[src/rtl/instruction_fetch_unit.sv]
// instruction_fetch_unit: the fetch stage of the pipelined CPU. It owns the
// program counter and drives the ROM address. It captures the ROM word into the
// IF/ID register, handles stall, downstream redirect and halt, and provides
// pre-decoded opcode class flags.
//
// Optional build macro: FETCH_ILLEGAL_TRAP_EN
//   defined   - an illegal opcode (>= 11011) stops fetch the same way halt does.
//   undefined - an illegal opcode is fetched normally and pc advances.
//
// state     | meaning
// ----------+-----------------------------------------------------------------
// S_RUN     | fetching one word per un-stalled cycle, pc advancing
// S_HALTED  | halt (or trap) latched, pc frozen, ID receives bubbles
//
// Only a redirect or a reset leaves S_HALTED.

module instruction_fetch_unit #(
    parameter int          PC_W     = 16,
    parameter int unsigned RESET_PC = 1
) (
    input  logic            clk,
    input  logic            rst,
    output logic [PC_W-1:0] pc,
    input  logic [8:0]      instruction,
    input  logic            stall,
    input  logic            redirect_valid,
    input  logic [PC_W-1:0] redirect_pc,
    output logic            id_valid,
    output logic [4:0]      id_opcode,
    output logic [3:0]      id_operand,
    output logic [PC_W-1:0] id_pc,
    output logic            id_is_alu,
    output logic            id_is_branch,
    output logic            id_is_jump,
    output logic            id_is_mem,
    output logic            id_illegal,
    output logic            halted
);

    localparam logic [4:0] OP_ADD     = 5'b00000;
    localparam logic [4:0] OP_SUB     = 5'b00001;
    localparam logic [4:0] OP_BR_LO   = 5'b01111;
    localparam logic [4:0] OP_BR_HI   = 5'b10011;
    localparam logic [4:0] OP_LD      = 5'b10110;
    localparam logic [4:0] OP_ST      = 5'b10111;
    localparam logic [4:0] OP_JUMP    = 5'b11000;
    localparam logic [4:0] OP_HALT    = 5'b11010;
    localparam logic [4:0] OP_ILL_MIN = 5'b11011;

    typedef enum logic {
        S_RUN,
        S_HALTED
    } state_t;

    state_t          r_state;
    logic [PC_W-1:0] r_pc;
    logic            r_id_valid;
    logic [4:0]      r_id_opcode;
    logic [3:0]      r_id_operand;
    logic [PC_W-1:0] r_id_pc;
    logic            r_halted;

    logic [4:0]      w_fetch_op;
    logic            w_stop;

    assign w_fetch_op = instruction[8:4];

    // Decide whether the word being fetched ends fetching.
`ifdef FETCH_ILLEGAL_TRAP_EN
    assign w_stop = (w_fetch_op == OP_HALT) || (w_fetch_op >= OP_ILL_MIN);
`else
    assign w_stop = (w_fetch_op == OP_HALT);
`endif

    // Fetch FSM. Redirect beats stall, and stall beats a normal fetch.
    always_ff @(posedge clk or posedge rst) begin
        if (rst) begin
            r_state      <= S_RUN;
            r_pc         <= PC_W'(RESET_PC);
            r_id_valid   <= 1'b0;
            r_id_opcode  <= 5'b0;
            r_id_operand <= 4'b0;
            r_id_pc      <= '0;
            r_halted     <= 1'b0;
        end else if (redirect_valid) begin
            // The instruction in ID is younger than the branch, so it is
            // flushed. A latched halt is flushed as well.
            r_pc       <= redirect_pc;
            r_id_valid <= 1'b0;
            r_state    <= S_RUN;
            r_halted   <= 1'b0;
        end else if (!stall) begin
            case (r_state)
                S_RUN: begin
                    r_id_opcode  <= w_fetch_op;
                    r_id_operand <= instruction[3:0];
                    r_id_pc      <= r_pc;
                    r_id_valid   <= 1'b1;
                    if (w_stop) begin
                        r_state  <= S_HALTED;
                        r_halted <= 1'b1;
                    end else begin
                        r_pc <= r_pc + PC_W'(1);
                    end
                end
                S_HALTED: begin
                    r_id_valid <= 1'b0;
                end
                default: begin
                    r_state <= S_RUN;
                end
            endcase
        end
    end

    assign pc         = r_pc;
    assign id_valid   = r_id_valid;
    assign id_opcode  = r_id_opcode;
    assign id_operand = r_id_operand;
    assign id_pc      = r_id_pc;
    assign halted     = r_halted;

    // The class flags are decoded from the registered opcode and are only
    // meaningful when ID holds a real instruction.
    assign id_is_alu    = r_id_valid && ((r_id_opcode == OP_ADD) || (r_id_opcode == OP_SUB));
    assign id_is_branch = r_id_valid && (r_id_opcode >= OP_BR_LO) && (r_id_opcode <= OP_BR_HI);
    assign id_is_jump   = r_id_valid && (r_id_opcode == OP_JUMP);
    assign id_is_mem    = r_id_valid && ((r_id_opcode == OP_LD) || (r_id_opcode == OP_ST));
    assign id_illegal   = r_id_valid && (r_id_opcode >= OP_ILL_MIN);

endmodule
[config.mk]
export PLATFORM = sky130hd
export DESIGN_NAME = instruction_fetch_unit
export DESIGN_NICKNAME = d
export VERILOG_FILES = /design/src/rtl/instruction_fetch_unit.sv
export SDC_FILE = /design/constraint.sdc
export NUM_CORES = 1
export LEC_CHECK = 0
export ABC_AREA = 1
export BUFFER_PORTS_ARGS = -buffer_cell sky130_fd_sc_hd__buf_2
export CAP_MARGIN = 40
export CORE_MARGIN = 3
export CORE_UTILIZATION = 51
export CTS_CLUSTER_SIZE = 12
export DETAILED_ROUTE_END_ITERATION = 7
export HOLD_SLACK_MARGIN = 0.02
export PLACE_DENSITY = 0.84
export SKIP_LAST_GASP = 1
export SLEW_MARGIN = 20
export SYNTH_ARGS = -nofsm -noshare
export SYNTH_HDL_FRONTEND = slang
export SYNTH_SLANG_ARGS = --single-unit
[constraint.sdc]
create_clock -name clk -period 2.2 [get_ports clk]
set_clock_uncertainty 0.15 [all_clocks]
set_input_delay 0.44 -clock clk [delete_from_list [all_inputs] [get_ports clk]]
set_output_delay 0.44 -clock clk [all_outputs]
set_load 0.02 [all_outputs]
==> impl_metrics.toml, run 1 <==
[logic_synthesis]
muxShareOfSynthArea_pct = 2.80
ys_warn_count = 0
netlist_area_sq_mm = 0.00241
synth_area_per_cell_sq_um = 8.41
synth-simple-area-share_pct = 31.6
synthAdderAreaFrac_pct = 0.518
netlist_instances = 287
synth.distinct_cells = 36
synthXorXnorAreaFrac_pct = 1.45
synth-compound-area-share_pct = 8.91
synth_top_family_by_area = "simple AND/OR/NAND/NOR gates"
synth-seq-cells = 44
ys_seq_area_share_pct = 45.6
synthesis.nets = 317

[setup_path]
cp_max_fo = 4
cp-start-kind = "flop"
crit_arrival_ns = 1.31
worst-setup-path-type = "reg2out"
cp-end-kind = "output port"
cp.required_ns = 1.61

[global_routing]
grt_pass1_wl_um = 8960
antenna_found_initial = 0
grt_usage_pct = 21.0
grt_pass1_vias = 2013
grt-ovfl-total = 0
grt_max_degree = 47

[layout]
final_net_count = 391
multi_input_area_sq_mm = 0.00109
syn2layout_area_growth_pct = 19.4
register_area_sq_mm = 0.00110
drive_above_1_share_pct = 34.0
diodes = 0
fillerInstances = 384

[sta]
report.final.slew_viol_count = 0
hold_viol = 0
rsz0062_at_grt = "no"
fin_crit_ns = 1.90
relSlewSlack_pct = 63.4
tightest_slew_ns = 0.548
setup_viol = 0
fmax_mhz = 527
fin_setup_tns_ns = 0
period_share_pct = 86.2

[floorplan]
die-area_sq_mm = 0.00560
dieHeight_um = 74.8
die_w_um = 74.8
ioPinCount = 77
num_rows = 24
initial_utilization_pct = 54.0
fp.coreArea_sq_mm = 0.00447

[pwr]
ir_drop_mv = 0.285
power_mw = 2.39
leakagePower_nw = 1.53
p_per_area_mw_per_mm2 = 828

[detailed_routing]
drtAntennaViolNets = 0
wirelength_um = 5600
wl_per_cell_um = 13.5
remaining_drc_errors = 0
num_vias = 2166
firstDrtPassIters = 4
drtIter0Drc = 123
viasPerCell = 5.23

[clock_network]
clock_path_buffers = 2
cts_resized = 0
holdBufCountCts = 0
cts_max_level = 2
clk_pin_slew_worst_paths_ns = 0.08
cts_root_buf = "clkbuf_8"
cts_tree = "yes"
cts.sinks = 44
cts_setup_buffers = 0
numCtsBuffers = 5
clock_latency_ns = 0.30

[placement]
hpwl_um = 4180
numPortBuffers = 76
routabilityCongestion = 0.851

[run_status]
status = "complete, no violations"

[flow_run]
maxCapViolCount = 0

[worst_hold_path]
hp-class = "in2async"
[stage by stage]
step / area, sq um / hold WS (ns) / worst slack (ns) / instances / utilization, %
2_1_floorplan: 2410 / 0.368 / 0.328 / 287 / -
3_3_place_gp: 2780 / 0.319 / 0.463 / 406 / 62.0
3_5_place_dp: 2780 / 0.322 / 0.418 / 406 / 62.0
4_1_cts: 2880 / 0.123 / 0.293 / 414 / 64.4
5_1_grt: 2880 / 0.155 / 0.223 / 414 / 64.4
6_report: 2880 / 0.101 / 0.303 / 414 / 64.4
[state kept, by name (all words and copies together), names as in the netlist]
register and count:
halted 1, id_valid 1, id_pc 16, id_operand 4, pc 16, r_state 1, id_opcode 5
[synth_stat cells, drive strengths merged]
| cell | count | share of area [%] |
|---|---|---|
| nand2 | 81 | 14 |
| dfrtp | 43 | 45 |
| nand3 | 38 | 8.3 |
| inv | 31 | 4.9 |
| o21ai | 30 | 6.8 |
| nor2 | 22 | 5.9 |
| buf | 8 | 2.8 |
| a21oi | 7 | 1.8 |
| mux2 | 6 | 2.8 |
| xor2 | 4 | 1.5 |
| clkbuf | 3 | 1.3 |
| nand4 | 3 | 1.0 |
| nor3 | 3 | 1.3 |
| nor4 | 3 | 0.78 |
| or2 | 2 | 0.52 |
| dfstp | 1 | 1.1 |
| ha | 1 | 0.52 |
| o21bai | 1 | 0.31 |
[report_power, final]
group	total (mW)	leakage (nW)	internal [mW]	switching, mW
combinational	0.702	0.934	0.238	0.465
sequential	1.07	0.538	0.942	0.124
clock	0.617	0.0552	0.337	0.280
total	2.39	1.53	1.52	0.868
[layout by cell type (no fill, tap or decap), drive strengths merged]
master and count:
or2 2, nor3 3, o21bai 1, xor2 4, nand3 38, nand2 81
nor2 22, dfrtp 43, a21oi 7, dfstp 1, clkinv 2, o21ai 30
buf 78, bufinv 1, mux2 6, ha 1, nand4 3, inv 30
clkbuf 6, nor4 3
[routing by layer]
metal	share of wire, %	global-route usage (%)	vias up
li1	-	-	1080
met4	1.6	8.30	0
met1	45	26.4	1017
met2	49	35.9	62
met5	0	0	-
met3	4.3	3.60	7
[worst paths after layout]
path | end | from | slack [ns] | cells after the start
worst max-delay path | id_is_branch | id_opcode[2]$_DFFE_PP0P_ | 0.30 | 5
worst min-delay path | id_pc[11]$_DFFE_PP0P_ | rst | 0.10 | 3
worst max register to register | pc[8]$_DFFE_PP0P_ | pc[0]$_DFFE_PP1P_ | 0.51 | 8
worst min register to register | id_pc[0]$_DFFE_PP0P_ | id_pc[0]$_DFFE_PP0P_ | 0.34 | 2
max in group asynchronous | pc[0]$_DFFE_PP1P_ | rst | 1.41 | 3
min in group clk | pc[11]$_DFFE_PP0P_ | redirect_pc[11] | 0.20 | 3
[cell type report]
| type | instances | area share, % |
|---|---|---|
| Sequential cell | 44 | 38.2 |
| Multi-Input combinational cell | 201 | 37.9 |
| Timing Repair Buffer | 78 | 13.7 |
| Inverter | 31 | 4.12 |
| Clock buffer | 6 | 2.52 |
| Tap cell | 52 | 2.26 |
| Clock inverter | 2 | 1.22 |
[cell families (layout without fill, tap and decap cells)]
family / Yosys count / count (layout)
AOI/OAI and AO/OA: 38 / 38
xor gates and xnor gates: 4 / 4
adders and majority gates: 1 / 1
buffers and inverters: 42 / 117
DFF: 44 / 44
muxes: 6 / 6
and+or+nand+nor: 152 / 152
[critical path: stages (launching register included)]
cell	delay (ns)
dfrtp_1	0.39
inv_1	0.10
nor3_1	0.20
nand2_1	0.07
o21ai_0	0.07
buf_2	0.19
Note: power is estimated with default switching activity, not from simulation.
==> run 2, diff against run 1 <==
Settings changed: CELL_PAD_IN_SITES_DETAIL_PLACEMENT from default to 1, CELL_PAD_IN_SITES_GLOBAL_PLACEMENT from default to 2, CORE_UTILIZATION 51 to 29.
==> impl_metrics.toml, run 2 (synthesis results as in run 1) <==
[layout]
design_area_sq_mm = 0.00298
syn2layout_area_growth_pct = 23.3
mostFrequentLayoutCell = "buf_2"
fin_util_pct = 37.8
final_cell_mix = "buf_2 (76), nand2_1 (75), dfrtp_1 (43), nand3_1 (36), inv_1 (25)"
drive_above_1_share_pct = 34.8
final_net_count = 394
diodes = 0

[floorplan]
die_w_um = 97.3
fp.coreArea_sq_mm = 0.00789
ioPinCount = 77
initial_utilization_pct = 30.6
dieHeight_um = 97.3
num_rows = 32
die-area_sq_mm = 0.00946

[clock_network]
cts.sinks = 44
cts_max_level = 2
cts_setup_buffers = 0
clk_pin_slew_worst_paths_ns = 0.09
cts_tree = "yes"
cts_root_buf = "clkbuf_8"
clock_latency_ns = 0.30
numCtsBuffers = 5
clock_path_buffers = 2

[flow_run]
maxCapViolCount = 0

[detailed_routing]
wl_per_cell_um = 14.0
firstDrtPassIters = 4
drtAntennaViolNets = 0
drtIter0Drc = 59
num_vias = 2156
wirelength_um = 6560
viasPerCell = 4.62
remaining_drc_errors = 0

[setup_path]
cp-start-kind = "flop"
cp-end-kind = "output port"
critPathTopFamily = "flip-flops"
worst-setup-path-type = "reg2out"
crit_cells = 3
cp.required_ns = 1.61
cp_max_fo = 5
crit_arrival_ns = 1.33
max_stage_delay_ns = 0.44
slowest_stage = "dfrtp_1"
critPathBufInv = 1
r2r_cells = 8
cp_cell_sequence = "nand3_1, nor4_1, buf_2"

[global_routing]
grt_usage_pct = 14.3
grt-ovfl-total = 0
grt_max_degree = 47
grt_pass1_wl_um = 11200
grt_pass1_vias = 2234
antenna_found_initial = 0

[worst_hold_path]
hp-class = "in2reg"
hold_path_depth = 3

[placement]
place_worst_setup_slack_ns = 0.518
place_area_sq_mm = 0.00285
numPortBuffers = 76
routabilityCongestion = 0.799
hpwl_um = 5210

[pwr]
p_per_area_mw_per_mm2 = 816
power_mw = 2.43
leakagePower_nw = 1.54
ir_drop_mv = 0.261

[sta]
tightest_slew_ns = 0.444
rsz0062_at_grt = "no"
setup_ws_ns = 0.282
report.final.slew_viol_count = 0
setup_viol = 0
hold_viol = 0
fmax_mhz = 521
fin_crit_ns = 1.92
period_share_pct = 87.2
relSlewSlack_pct = 70.3
fin_setup_tns_ns = 0

[run_status]
status = "complete, no violations"
==> run 2: changes by cell type in the layout (fill, tap and decap cells not counted), sizes merged <==
cell,change
buf,+2
clkinv,-2
inv,+2
clkbuf,-1
clkinvlp,+1
dlygate4sd3,+1
==> run 2: where the power goes <==
| part | switching [mW] | internal [mW] |
|---|---|---|
| registers | 0.127 | 0.942 |
| clock network | 0.304 | 0.342 |
| logic | 0.472 | 0.241 |
| total | 0.903 | 1.53 |
==> run 2: metrics by stage <==
step,instances,hold slack [ns]
6_report,467,0.202
5_1_grt,467,0.209
4_1_cts,467,0.198
3_5_place_dp,458,0.320
3_3_place_gp,458,0.316
2_1_floorplan,287,0.368
==> run 2: cell type report <==
type / instances / area [sq um]
Fill cell: 990 / 4910
Sequential cell: 44 / 1100
Multi-Input combinational cell: 201 / 1090
Timing Repair Buffer: 81 / 420
Tap cell: 102 / 128
Inverter: 31 / 119
Clock buffer: 5 / 68.8
Clock inverter: 3 / 46.3
==> run 2: worst paths after layout <==
check / startpoint / to / slack, ns
max in group asynchronous: rst / pc[0]$_DFFE_PP1P_ / 0.78
setup reg to reg: pc[0]$_DFFE_PP1P_ / pc[8]$_DFFE_PP0P_ / 0.50
setup / recovery: id_valid$_DFFE_PP0P_ / id_is_jump / 0.28
hold / removal: redirect_pc[12] / pc[12]$_DFFE_PP0P_ / 0.20
hold reg to reg: id_pc[15]$_DFFE_PP0P_ / id_pc[15]$_DFFE_PP0P_ / 0.34
min in group asynchronous: rst / id_pc[7]$_DFFE_PP0P_ / 0.52
==> run 2: per-layer routing <==
layer	share of wire, %	vias to the layer above	global-route usage, %	routed length (um)
li1	-	1088	-	-
met1	46	1003	19.1	3050
met2	47	60	23.4	3060
met3	5.8	5	2.94	381
met4	1.1	0	3.83	71
met5	0	-	0	0
==> run 2: repair_timing <==
item                                   4_1_cts  5_1_grt
endpoints found under the hold margin       19        0
resized for setup                            0        0
hold buffers                                 1        0
==> run 2: worst register-to-register path, delay by kind of cell, from the launching register on <==
| family | cells | cell delay (ns) |
|---|---|---|
| AOI/OAI and AO/OA | 1 | 0.05 |
| adders and majority gates | 1 | 0.19 |
| DFF | 1 | 0.58 |
| and+or+nand+nor | 6 | 0.62 |
